`config.mk`:
```
export PLATFORM = sky130hd
export DESIGN_NAME = prbs15_ref_lfsr
export DESIGN_NICKNAME = d
export VERILOG_FILES = /design/src/rtl/prbs_pkg.sv /design/src/rtl/prbs15_ref_lfsr.sv
export SDC_FILE = /design/constraint.sdc
export NUM_CORES = 1
export LEC_CHECK = 0
export BUFFER_PORTS_ARGS = -buffer_cell sky130_fd_sc_hd__buf_2
export CORE_ASPECT_RATIO = 0.7
export CORE_MARGIN = 2
export CORE_UTILIZATION = 30
export CTS_BUF_LIST = sky130_fd_sc_hd__clkbuf_2
export CTS_CLUSTER_SIZE = 30
export DETAILED_ROUTE_END_ITERATION = 10
export GPL_ROUTABILITY_DRIVEN = 0
export PLACE_DENSITY = 0.48
export SYNTH_ARGS = -nofsm -noshare
export SYNTH_HDL_FRONTEND = slang
export SYNTH_SLANG_ARGS = --single-unit
```
`constraint.sdc`:
```
create_clock -name clk -period 1.1 [get_ports clk]
set_input_delay 0.11 -clock clk [delete_from_list [all_inputs] [get_ports clk]]
set_output_delay 0.11 -clock clk [all_outputs]
set_load 0.05 [all_outputs]
```
`src/rtl/prbs_pkg.sv`:
```
// Shared constants, state encoding and next-bit helper for the
// PRBS-15 pattern checker and its reference LFSR.
package prbs_pkg;

  localparam int LFSR_W  = 15;
  localparam int FRAME_W = 32;
  localparam int TAP_HI  = 14;
  localparam int TAP_LO  = 13;

  localparam logic [FRAME_W-1:0] DEF_PATTERN = 32'hFFEEDDCC;

  typedef enum logic [2:0] {
    S_IDLE,
    S_HUNT,
    S_PATTERN,
    S_SEED,
    S_CHECK
  } state_t;

  // x^15 + x^14 + 1, oldest bit in the top position
  function automatic logic prbs_next(input logic [LFSR_W-1:0] s);
    return s[TAP_HI] ^ s[TAP_LO];
  endfunction

endpackage

```
`src/rtl/prbs15_ref_lfsr.sv`:
```
// PRBS-15 reference sequence: serial load from the line, free-running
// shift on its own output, and the predicted next bit.
module prbs15_ref_lfsr
  import prbs_pkg::*;
(
  input  logic clk,
  input  logic rst,
  input  logic load,
  input  logic shift,
  input  logic din,
  output logic predict
);

  logic [LFSR_W-1:0] lfsr;

  assign predict = prbs_next(lfsr);

  always_ff @(posedge clk) begin
    if (rst) begin
      lfsr <= '0;
    end else if (load) begin
      lfsr <= {lfsr[LFSR_W-2:0], din};
    end else if (shift) begin
      lfsr <= {lfsr[LFSR_W-2:0], predict};
    end
  end

endmodule

```
# Word-level counts from Yosys, hierarchy flattened
# Index checks and enable logic that the tools add are counted.
# totals
in_bits	5
ff_bits	15
# op_classes
reduce_logical	1
bitwise_logic	1
mux	2
# ops
cell	n
$mux W15	2
$reduce_bool A2 Y1	1
$xor A1 B1 Y1	1

# Longest topological paths before layout
# logic_depth
ltp_word	3
mapped_depth	3
ltp_nobuf	2

# Worst setup path after synthesis
# OpenSTA, ideal clock, no wires.
# synth_timing
path_type	register to register
startpoint	reg lfsr[13]
endpoint	reg lfsr[0]
period_less_slack_ns	1.405
slack_ns	-0.305
setup_ns	0.061
arrival_ns	1.344
required_ns	1.039
path_stages_with_launch	3
cell_sequence	dfxtp_1 xor2_1 a211o_1
# synth_via
elab_chain_len	3
# synth_rtl
element	line	rtl
start: declaration	prbs15_ref_lfsr.sv:14	logic [LFSR_W-1:0] lfsr;
start signal: assignment	prbs15_ref_lfsr.sv:22	lfsr <= {lfsr[LFSR_W-2:0], din};
start signal: assignment	prbs15_ref_lfsr.sv:24	lfsr <= {lfsr[LFSR_W-2:0], predict};
$xor A1 B1 Y1	prbs_pkg.sv:22	return s[TAP_HI] ^ s[TAP_LO];
named net predict	prbs15_ref_lfsr.sv:11	output logic predict
$mux W15	prbs15_ref_lfsr.sv:23	end else if (shift) begin
$mux W15	prbs15_ref_lfsr.sv:21	end else if (load) begin
# The timed path passes the listed nets, and every way through them passes these cells. The select of a mux whose other input is x is not followed.
# A chain may end at the register's enable or synchronous reset.

# Worst setup path after layout
# layout_timing
startpoint	reg lfsr[13]
endpoint	reg lfsr[0]
# layout_via
elab_chain_len	3
# layout_rtl
element	line
$xor A1 B1 Y1	prbs_pkg.sv:22
$mux W15	prbs15_ref_lfsr.sv:23
$mux W15	prbs15_ref_lfsr.sv:21
# Every way passes these cells. The select of a mux whose other input is x is not followed.

==> run_results.csv <==
group,metric,value,unit
run_status,status,"finished, violations left",
run_status,violations,"setup timing",
flow_run,maxCapViolCount,0,
placement,place_area,684,µm²
final_layout,nFillCells,213,
critical_path,cp-start-kind,"flop",
critical_path,slowest_stage,"dfxtp_4",
sta,setup_ws,-0.0451,ns
final_layout,nets,80,
synth,syn_nets,75,
routing,firstDrtPassIters,4,
final_layout,reg_top3,"lfsr x15",
synth,synth_cells,70,
clock_tree,cts_buffers,3,
power,p_per_area,1180,nW/µm²
critical_path,path_class,"reg2reg",
final_layout,drive_gt1_share,20.3,%
critical_path,cp_cell_sequence,"xor2_4, buf_4, buf_4, a211o_1",
power,peakVddDrop,0.642,mV
die,start_util,33.2,%
routing,routedWlPerCell,12.1,µm
final_layout,final_cells,96,
critical_path,required,1.29,ns
clock_tree,cts_root_buf,"clkbuf_2",
critical_path,critPathArrivalTime,1.33,ns
placement,pre_cts_slack,0.104,ns
sta,rsz0062_at_grt,"yes",
global_routing,antenna_found_initial,0,
global_routing,gr-total-overflow,0,
die,die_y,42.7,µm
routing,vias,485,
clock_tree,ctsHoldBuffers,0,
hold_path,min_path_cells,2,
critical_path,path_delay_family,"flip-flops",
global_routing,grt_pass1_wl,2020,µm
critical_path,worstRegToRegCells,4,
die,io_pins,6,
synth,yosysUniqueCellTypes,12,
sta,whs,0.0716,ns
final_layout,antenna_cells,0,
routing,drtIter0Drc,9,
global_routing,grt_pass1_vias,420,
hold_path,hp-class,"in2reg",
synth,yosysWarningCount,0,
routing,wirelength,1160,µm
sta,setup_violations,2,
placement,dp_hpwl,671,µm
final_layout,final_area,733,µm²
die,die-area,2530,µm²
critical_path,worst_setup_path_end_kind,"flop",
sta,hold_viol_final,0,
critical_path,cp_num_cells,4,
final_layout,max_flop_register,"lfsr",
placement,portBuffers,5,
clock_tree,cts_sinks,15,
die,core,1940,µm²
clock_tree,cts_tree,"done",
clock_tree,clockBufferDepth,2,
sta,slew_viol_final,0,
critical_path,cp_num_buf_inv,2,
synth,avgSynthCellArea,9.17,µm²
sta,worstMarginPinSlew,0.406,ns
routing,ant_nets,0,
final_layout,multi_input_area,324,µm²
final_layout,regArea,308,µm²
sta,fmax,873,MHz
critical_path,crit_top_cell,"buf_4",
clock_tree,clk_pin_slew,0.13,ns
sta,period_needed,1.15,ns
final_layout,layout_common_cells,"or3b_1 (14), o21ai_0 (14), a21oi_1 (14)",
routing,viasPerCell,5.05,
final_layout,largest_reg_flops,15,
power,p_total,0.864,mW
die,fp.dieW,59.3,µm
synth,synth_seq_cells,15,
clock_tree,clk_latency,0.28,ns
power,power.leakage,0.242,nW
placement,dp_cells,90,
critical_path,cp_max_fo,3,
routing,post-route-drc-count,0,
clock_tree,htree_levels,1,
sta,post-route-period-util,104,%
final_layout,fin_util,37.9,%
synth,yosysSeqAreaShare,46.8,%
final_layout,area_growth,14.2,%
sta,max-slew-margin-rel,72.9,%
sta,fin_tns_setup,-0.0681,ns
global_routing,grt_max_degree,32,
die,num_rows,13,
sta,clock_skew,0.00124,ns
critical_path,slowest_delay,0.39,ns
global_routing,track_usage,10.9,%
synth,netlist_area,642,µm²
==> worst register-to-register path: cells and delay by family, from the launching register on <==
kind	cells	cell delay, ns
buffers and inverters	2	0.25
xor gates and xnor gates	1	0.18
DFF	1	0.39
AOI/OAI and AO/OA	1	0.24
==> path summary, 6_finish.rpt <==
| kind | from | endpoint | slack [ns] |
|---|---|---|---|
| worst max-delay path | lfsr[13] | lfsr[0] | -0.05 |
| worst min-delay path | rst | lfsr[14] | 0.07 |
| worst max register to register | lfsr[13] | lfsr[0] | -0.05 |
| worst min register to register | lfsr[12] | lfsr[13] | 0.48 |
==> cell usage after synthesis <==
cell      count  area share, %
clkbuf_2      1           0.78
a211o_1       1            1.4
o21ai_0      14             11
nor4b_1       1            1.4
nor3b_1       1            1.2
xor2_1        1            1.4
or3b_1       14             19
and3b_1       1            1.4
dfxtp_1      15             47
buf_2         4            3.1
a21oi_1      14             11
clkbuf_1      3            1.8
==> kinds of logic after synthesis <==
family | count (synthesis) | share of synthesized area [%]
simple gates | 17 | 23.0
xor+xnor | 1 | 1.36
flops | 15 | 46.8
buf+inv | 8 | 5.65
compound gates | 29 | 23.2
==> repair_timing <==
item,in CTS,in global routing
setup buffers,1,1
endpoints found under the setup margin,1,1
pin swaps,1,1
gates resized for setup,6,0
==> where the power goes <==
part           total, mW  internal (mW)  switching [mW]
logic             0.0515         0.0139          0.0376
clock network      0.268         0.0964           0.171
registers          0.544          0.543         0.00151
==> layer usage <==
layer / up-vias / track usage (%) / routed length, µm
met2: 6 / 12.5 / 468
met1: 219 / 16.4 / 640
li1: 260 / - / -
met3: 0 / 5.49 / 50
met4: 0 / 4.09 / 0
met5: - / 0 / 0
==> area by class of cell <==
class,count,area share (%)
well taps,22,3.75
clock buffers,4,2.73
multi-input cells,47,44.2
flip-flops and latches,15,42.0
repair buffers,8,7.34
(Power assumes the default switching activity.)
